===== src/rtl/vmul_share_ctrl.sv =====
// rtl/vmul_share_ctrl.sv - two-requester 16x16 multiplier built on one shared external 8x8 multiplier
module vmul_share_ctrl #(
    parameter int HALF = 8
) (
    input  logic                clk,
    input  logic                rst_n,
    input  logic                req0_valid,
    input  logic                req1_valid,
    output logic                req0_ready,
    output logic                req1_ready,
    input  logic [2*HALF-1:0]   req0_a,
    input  logic [2*HALF-1:0]   req0_b,
    input  logic [2*HALF-1:0]   req1_a,
    input  logic [2*HALF-1:0]   req1_b,
    output logic                rsp_valid,
    input  logic                rsp_ready,
    output logic                rsp_id,
    output logic [4*HALF-1:0]   rsp_p,
    output logic [HALF-1:0]     mul_a,
    output logic [HALF-1:0]     mul_b,
    input  logic [2*HALF:0]     mul_p,
    output logic                busy
);

    localparam int W  = 2 * HALF;
    localparam int PW = 4 * HALF;

    typedef enum logic [1:0] {IDLE, MUL, DONE} state_t;

    state_t          state_q;
    logic [1:0]      step_q;
    logic [PW-1:0]   acc_q;
    logic [W-1:0]    a_q;
    logic [W-1:0]    b_q;
    logic            id_q;
    logic            last_q;

    logic            idle;
    logic            grant0;
    logic            grant1;
    logic            accept;
    logic [PW-1:0]   p_ext;
    logic [PW-1:0]   term;
    logic [PW-1:0]   acc_d;

    // On a tie the requester that did not win last time is granted.
    assign idle       = (state_q == IDLE);
    assign grant0     = req0_valid & (~req1_valid | last_q);
    assign grant1     = req1_valid & (~req0_valid | ~last_q);
    assign req0_ready = idle & grant0;
    assign req1_ready = idle & grant1;
    assign accept     = req0_ready | req1_ready;

    // Carry bit of the 8x8 result is masked off; the partial product never needs it.
    assign p_ext = PW'(mul_p & {1'b0, {W{1'b1}}});

    always_comb begin
        term = p_ext;
        case (step_q)
            2'd1, 2'd2: term = p_ext << HALF;
            2'd3:       term = p_ext << (2 * HALF);
            default:    term = p_ext;
        endcase
    end

    assign acc_d = acc_q + term;

    always_comb begin
        mul_a = '0;
        mul_b = '0;
        if (state_q == MUL) begin
            mul_a = step_q[0] ? a_q[W-1:HALF] : a_q[HALF-1:0];
            mul_b = step_q[1] ? b_q[W-1:HALF] : b_q[HALF-1:0];
        end
    end

    assign rsp_valid = (state_q == DONE);
    assign busy      = (state_q != IDLE);
    assign rsp_p     = acc_q;
    assign rsp_id    = id_q;

    always_ff @(posedge clk or negedge rst_n) begin
        if (!rst_n) begin
            state_q <= IDLE;
            step_q  <= 2'd0;
            acc_q   <= '0;
            a_q     <= '0;
            b_q     <= '0;
            id_q    <= 1'b0;
            last_q  <= 1'b1;
        end else begin
            case (state_q)
                IDLE: begin
                    if (accept) begin
                        a_q     <= req1_ready ? req1_a : req0_a;
                        b_q     <= req1_ready ? req1_b : req0_b;
                        id_q    <= req1_ready;
                        last_q  <= req1_ready;
                        acc_q   <= '0;
                        step_q  <= 2'd0;
                        state_q <= MUL;
                    end
                end
                MUL: begin
                    acc_q  <= acc_d;
                    step_q <= step_q + 2'd1;
                    if (step_q == 2'd3) begin
                        state_q <= DONE;
                    end
                end
                DONE: begin
                    if (rsp_ready) begin
                        state_q <= IDLE;
                    end
                end
                default: state_q <= IDLE;
            endcase
        end
    end

endmodule


===== config.mk =====
export PLATFORM = sky130hd
export DESIGN_NAME = vmul_share_ctrl
export DESIGN_NICKNAME = d
export VERILOG_FILES = /design/src/rtl/vmul_share_ctrl.sv
export SDC_FILE = /design/constraint.sdc
export NUM_CORES = 1
export LEC_CHECK = 0
export ABC_AREA = 1
export CORE_ASPECT_RATIO = 1.4
export CORE_MARGIN = 4
export CORE_UTILIZATION = 55
export DETAILED_ROUTE_END_ITERATION = 8
export PLACE_DENSITY = 0.87
export SYNTH_ARGS = -nofsm -noshare
export SYNTH_HDL_FRONTEND = slang
export SYNTH_SLANG_ARGS = --single-unit

===== constraint.sdc =====
create_clock -name clk -period 5.05 [get_ports clk]
set_clock_uncertainty 0.05 [all_clocks]
set_input_delay 1.01 -clock clk [delete_from_list [all_inputs] [get_ports clk]]
set_output_delay 1.01 -clock clk [all_outputs]
set_load 0.02 [all_outputs]

==> flow_summary_export.csv <==
group,metric,value,unit
outcome,run_status,"completed",
power_and_ir_drop,ir_worst_vdd,0.383,mV
cts,clock_latency,0.34,ns
layout,layout-drive-gt1-share,2.98,%
setup_path,r2r_cells,16,
layout,layout_common_cells,"nand2_1, inv_1, clkdlybuf4s50_1",
sta,finalHoldViolCount,0,
floorplanning,fp.coreArea,0.0103,sq mm
logic_synthesis,yosysSeqAreaShare,30.4,%
logic_synthesis,synth_xor_area_share,0.607,%
drt,wirelength,17700,um
logic_synthesis,synth_cell_type_count,34,
drt,first_pass_iters,7,
drt,wl_per_cell,14.6,um
global_routing,grt_pass1_vias,6028,
sta,period_share,78.0,%
setup_path,worstPathArrival,4.12,ns
cts,clockRootBuffer,"clkbuf_16",
setup_path,r2r-start,"step_q[0]",
logic_synthesis,synth_edf_count,0,
setup_path,cp-start-kind,"register",
floorplanning,start_util,56.1,%
setup_path,crit_family,"simple AND/OR/NAND/NOR gates",
placed_design,portBuffers,137,
floorplanning,die_w,94.6,um
min_path,hold_class,"reg2reg",
sta,slew_viol_final,0,
sta,fin_tns_setup,0,ns
logic_synthesis,yosys.area.top_type_share,29.9,%
global_routing,grt_first_pass_wirelength,28000,um
layout,final_common_cell,"nand2_1",
sta,finalSetupViolations,0,
layout,antennaDiodeCount,0,
cts,h-tree-depth,3,
setup_path,critPathLaunch,"step_q[0]",
sta,finalCriticalPeriod,3.94,ns
placed_design,hpwlAfterDp,13600,um
setup_path,rr_endpoint,"rsp_p[27]",
logic_synthesis,yosysWarnings,0,
global_routing,grt_overflow,0,
logic_synthesis,synth_top_family_by_area,"simple AND/OR/NAND/NOR gates",
drt,via_per_inst,5.26,
setup_path,cp_num_cells,16,
power_and_ir_drop,total_power,0.00517,W
logic_synthesis,synthAdderAreaFrac,7.50,%
setup_path,worstSetupEndpoint,"rsp_p[27]",
sta,slew_headroom,26.3,%
setup_path,worst_path_most_repeated_cell,"nand2_1",
placed_design,place_congestion,0.956,
logic_synthesis,synth_mux_area_share,0,%
cts,ctsResizeCount,0,
drt,route.detailed.drc,0,
logic_synthesis,synth_area,0.00577,sq mm
setup_path,path_class,"reg2reg",
sta,fmax,0.254,GHz
floorplanning,die_area,0.0122,sq mm
logic_synthesis,yosys.area.top_type,"dfrtp_1",
layout,fillers,894,
global_routing,antenna_found_initial,0,
setup_path,max_stage_delay,0.54,ns
floorplanning,die_h,129,um
global_routing,grt_usage,29.7,%
cts,ctsHoldBuffers,0,
floorplanning,row_count,44,
logic_synthesis,synth-main-ff-cell,"dfrtp_1",
layout,nNetsFinal,1189,
sta,worst_pin_slew,1.10,ns
power_and_ir_drop,power_density,689,mW/mm^2
cts,clockBufferDepth,2,
drt,num_vias,6377,
sta,grt_setup_unrepaired,"no",
cts,cts_tree,"built",
drt,first_iter_violations,404,
setup_path,cp.required,5.23,ns
setup_path,cp_max_fo,16,
cts,clk_pin_slew,0.06,ns
floorplanning,io_pins,139,
power_and_ir_drop,power_leakage,4.08,nW
logic_synthesis,ys_async_sr_fraction,100,%
logic_synthesis,synth-seq-cells,70,
global_routing,grt_max_degree,71,
layout,syn2layout_area_growth,30.1,%
cts,cts_made_buffers,9,
setup_path,path_cells,"clkinv_1 > ha_1 > clkinv_1 > nand2_1 > o22ai_1 > ha_1 > nand2_1 > inv_1 > nand2_1 > nor3_1 > and2_1 > nand2_1 > nand2_1 > nand2_1 > nand3_1 > nand2_1",
logic_synthesis,netlist_top_cells_area,"dfrtp_1, nand2_1, inv_1, ha_1, nor2_1",
setup_path,cp-end-kind,"register",
drt,ant_nets,0,
setup_path,cp_slowest_cell,"dfrtp_1",
cts,post_cts_buffers,0,
logic_synthesis,synth.avg_cell_area,6.12,sq um
cts,cts.sinks,70,
logic_synthesis,synthCells,943,
logic_synthesis,yosys.area_share.simple,36.5,%
logic_synthesis,syn-num-nets,1063,
setup_path,cp_num_buf_inv,3,
logic_synthesis,synth_compound_area_share,12.4,%
run,drv_cap,0,
setup_path,rrSetupSlack,1.11,ns
[final cells by class]
class                      instances  area, sq um  area share [%]
clock buffer                      11          253            3.37
tap                              138          173            2.30
clock inverter                     5         56.3           0.750
sequential                        70         1750            23.3
multi-input combinational        692         3290            43.9
inverter                         155          582            7.75
timing repair buffer             141         1400            18.6
[Yosys cell counts (all sizes together) (3+ instances only)]
library cell,count
clkinv,3
a21oi,46
inv,152
o22ai,16
ha,33
a31oi,33
nor2,74
nand2,402
nand4,4
clkbuf,8
xnor2,3
o21ai,21
nor3,6
dfrtp,69
buf,18
o21bai,3
nand3,40
[sequential cells by signal, summed over array words and instances (netlist names)]
register	cells
rsp_id	1
rsp_p	32
state_q	2
b_q	16
a_q	16
last_q	1
step_q	2
[worst reg2reg max path, delay by kind of cell, from the launching register on]
family / cells / cell delay (ns)
AO/OA/AOI/OAI: 1 / 0.22
adder cells (fa/ha/maj): 2 / 0.80
buffers and inverters: 3 / 0.65
flip-flops: 1 / 0.54
AND/OR/NAND/NOR: 10 / 1.58
[kinds of logic (layout without fill, tap and decap cells)]
kind of cell	count (synthesis)	after routing
buf+inv	181	312
simple gates	529	529
flops	70	70
xor+xnor	4	4
fa+ha+maj	34	34
compound gates	125	125
[metrics by stage]
step / hold WS, ns / util (%) / setup WS [ns] / area (sq um) / std cells
3_5_place_dp: 0.409 / 69.9 / 1.27 / 7200 / 1196
5_1_grt: 0.439 / 72.9 / 0.890 / 7510 / 1212
3_3_place_gp: 0.404 / 69.9 / 1.25 / 7200 / 1196
6_report: 0.422 / 72.9 / 1.11 / 7510 / 1212
4_1_cts: 0.424 / 72.9 / 1.24 / 7510 / 1212
2_1_floorplan: 0.433 / - / 2.05 / 5770 / 943
[metal layers]
metal  GRT usage, %  share of wire, %  routed length, um  vias up
met1           31.2                36               6420     2870
met3           7.14               7.6               1350       64
met5              0                 0                  0        -
li1               -                 -                  -     3201
met4           18.7               6.2               1100        0
met2           52.5                50               8780      242
[where the power goes]
group	total, W	switching [W]	internal [W]	leakage [nW]
Clock	0.000668	0.000258	0.000410	0.152
Combinational	0.00344	0.00216	0.00128	3.10
Sequential	0.00106	0.000214	0.000847	0.831
Total	0.00517	0.00264	0.00254	4.08
[worst min path at each step]
stage	start	end	slack (ns)	cells past startpoint
after floorplan	last_q	last_q	0.43	2
after CTS	rsp_id	rsp_id	0.42	2
final	rsp_id	rsp_id	0.42	2
after global placement	rsp_id	rsp_id	0.40	2
after global routing	rsp_id	rsp_id	0.44	2
after detailed placement	rsp_id	rsp_id	0.41	2
Power figures use the tool's default switching activity.
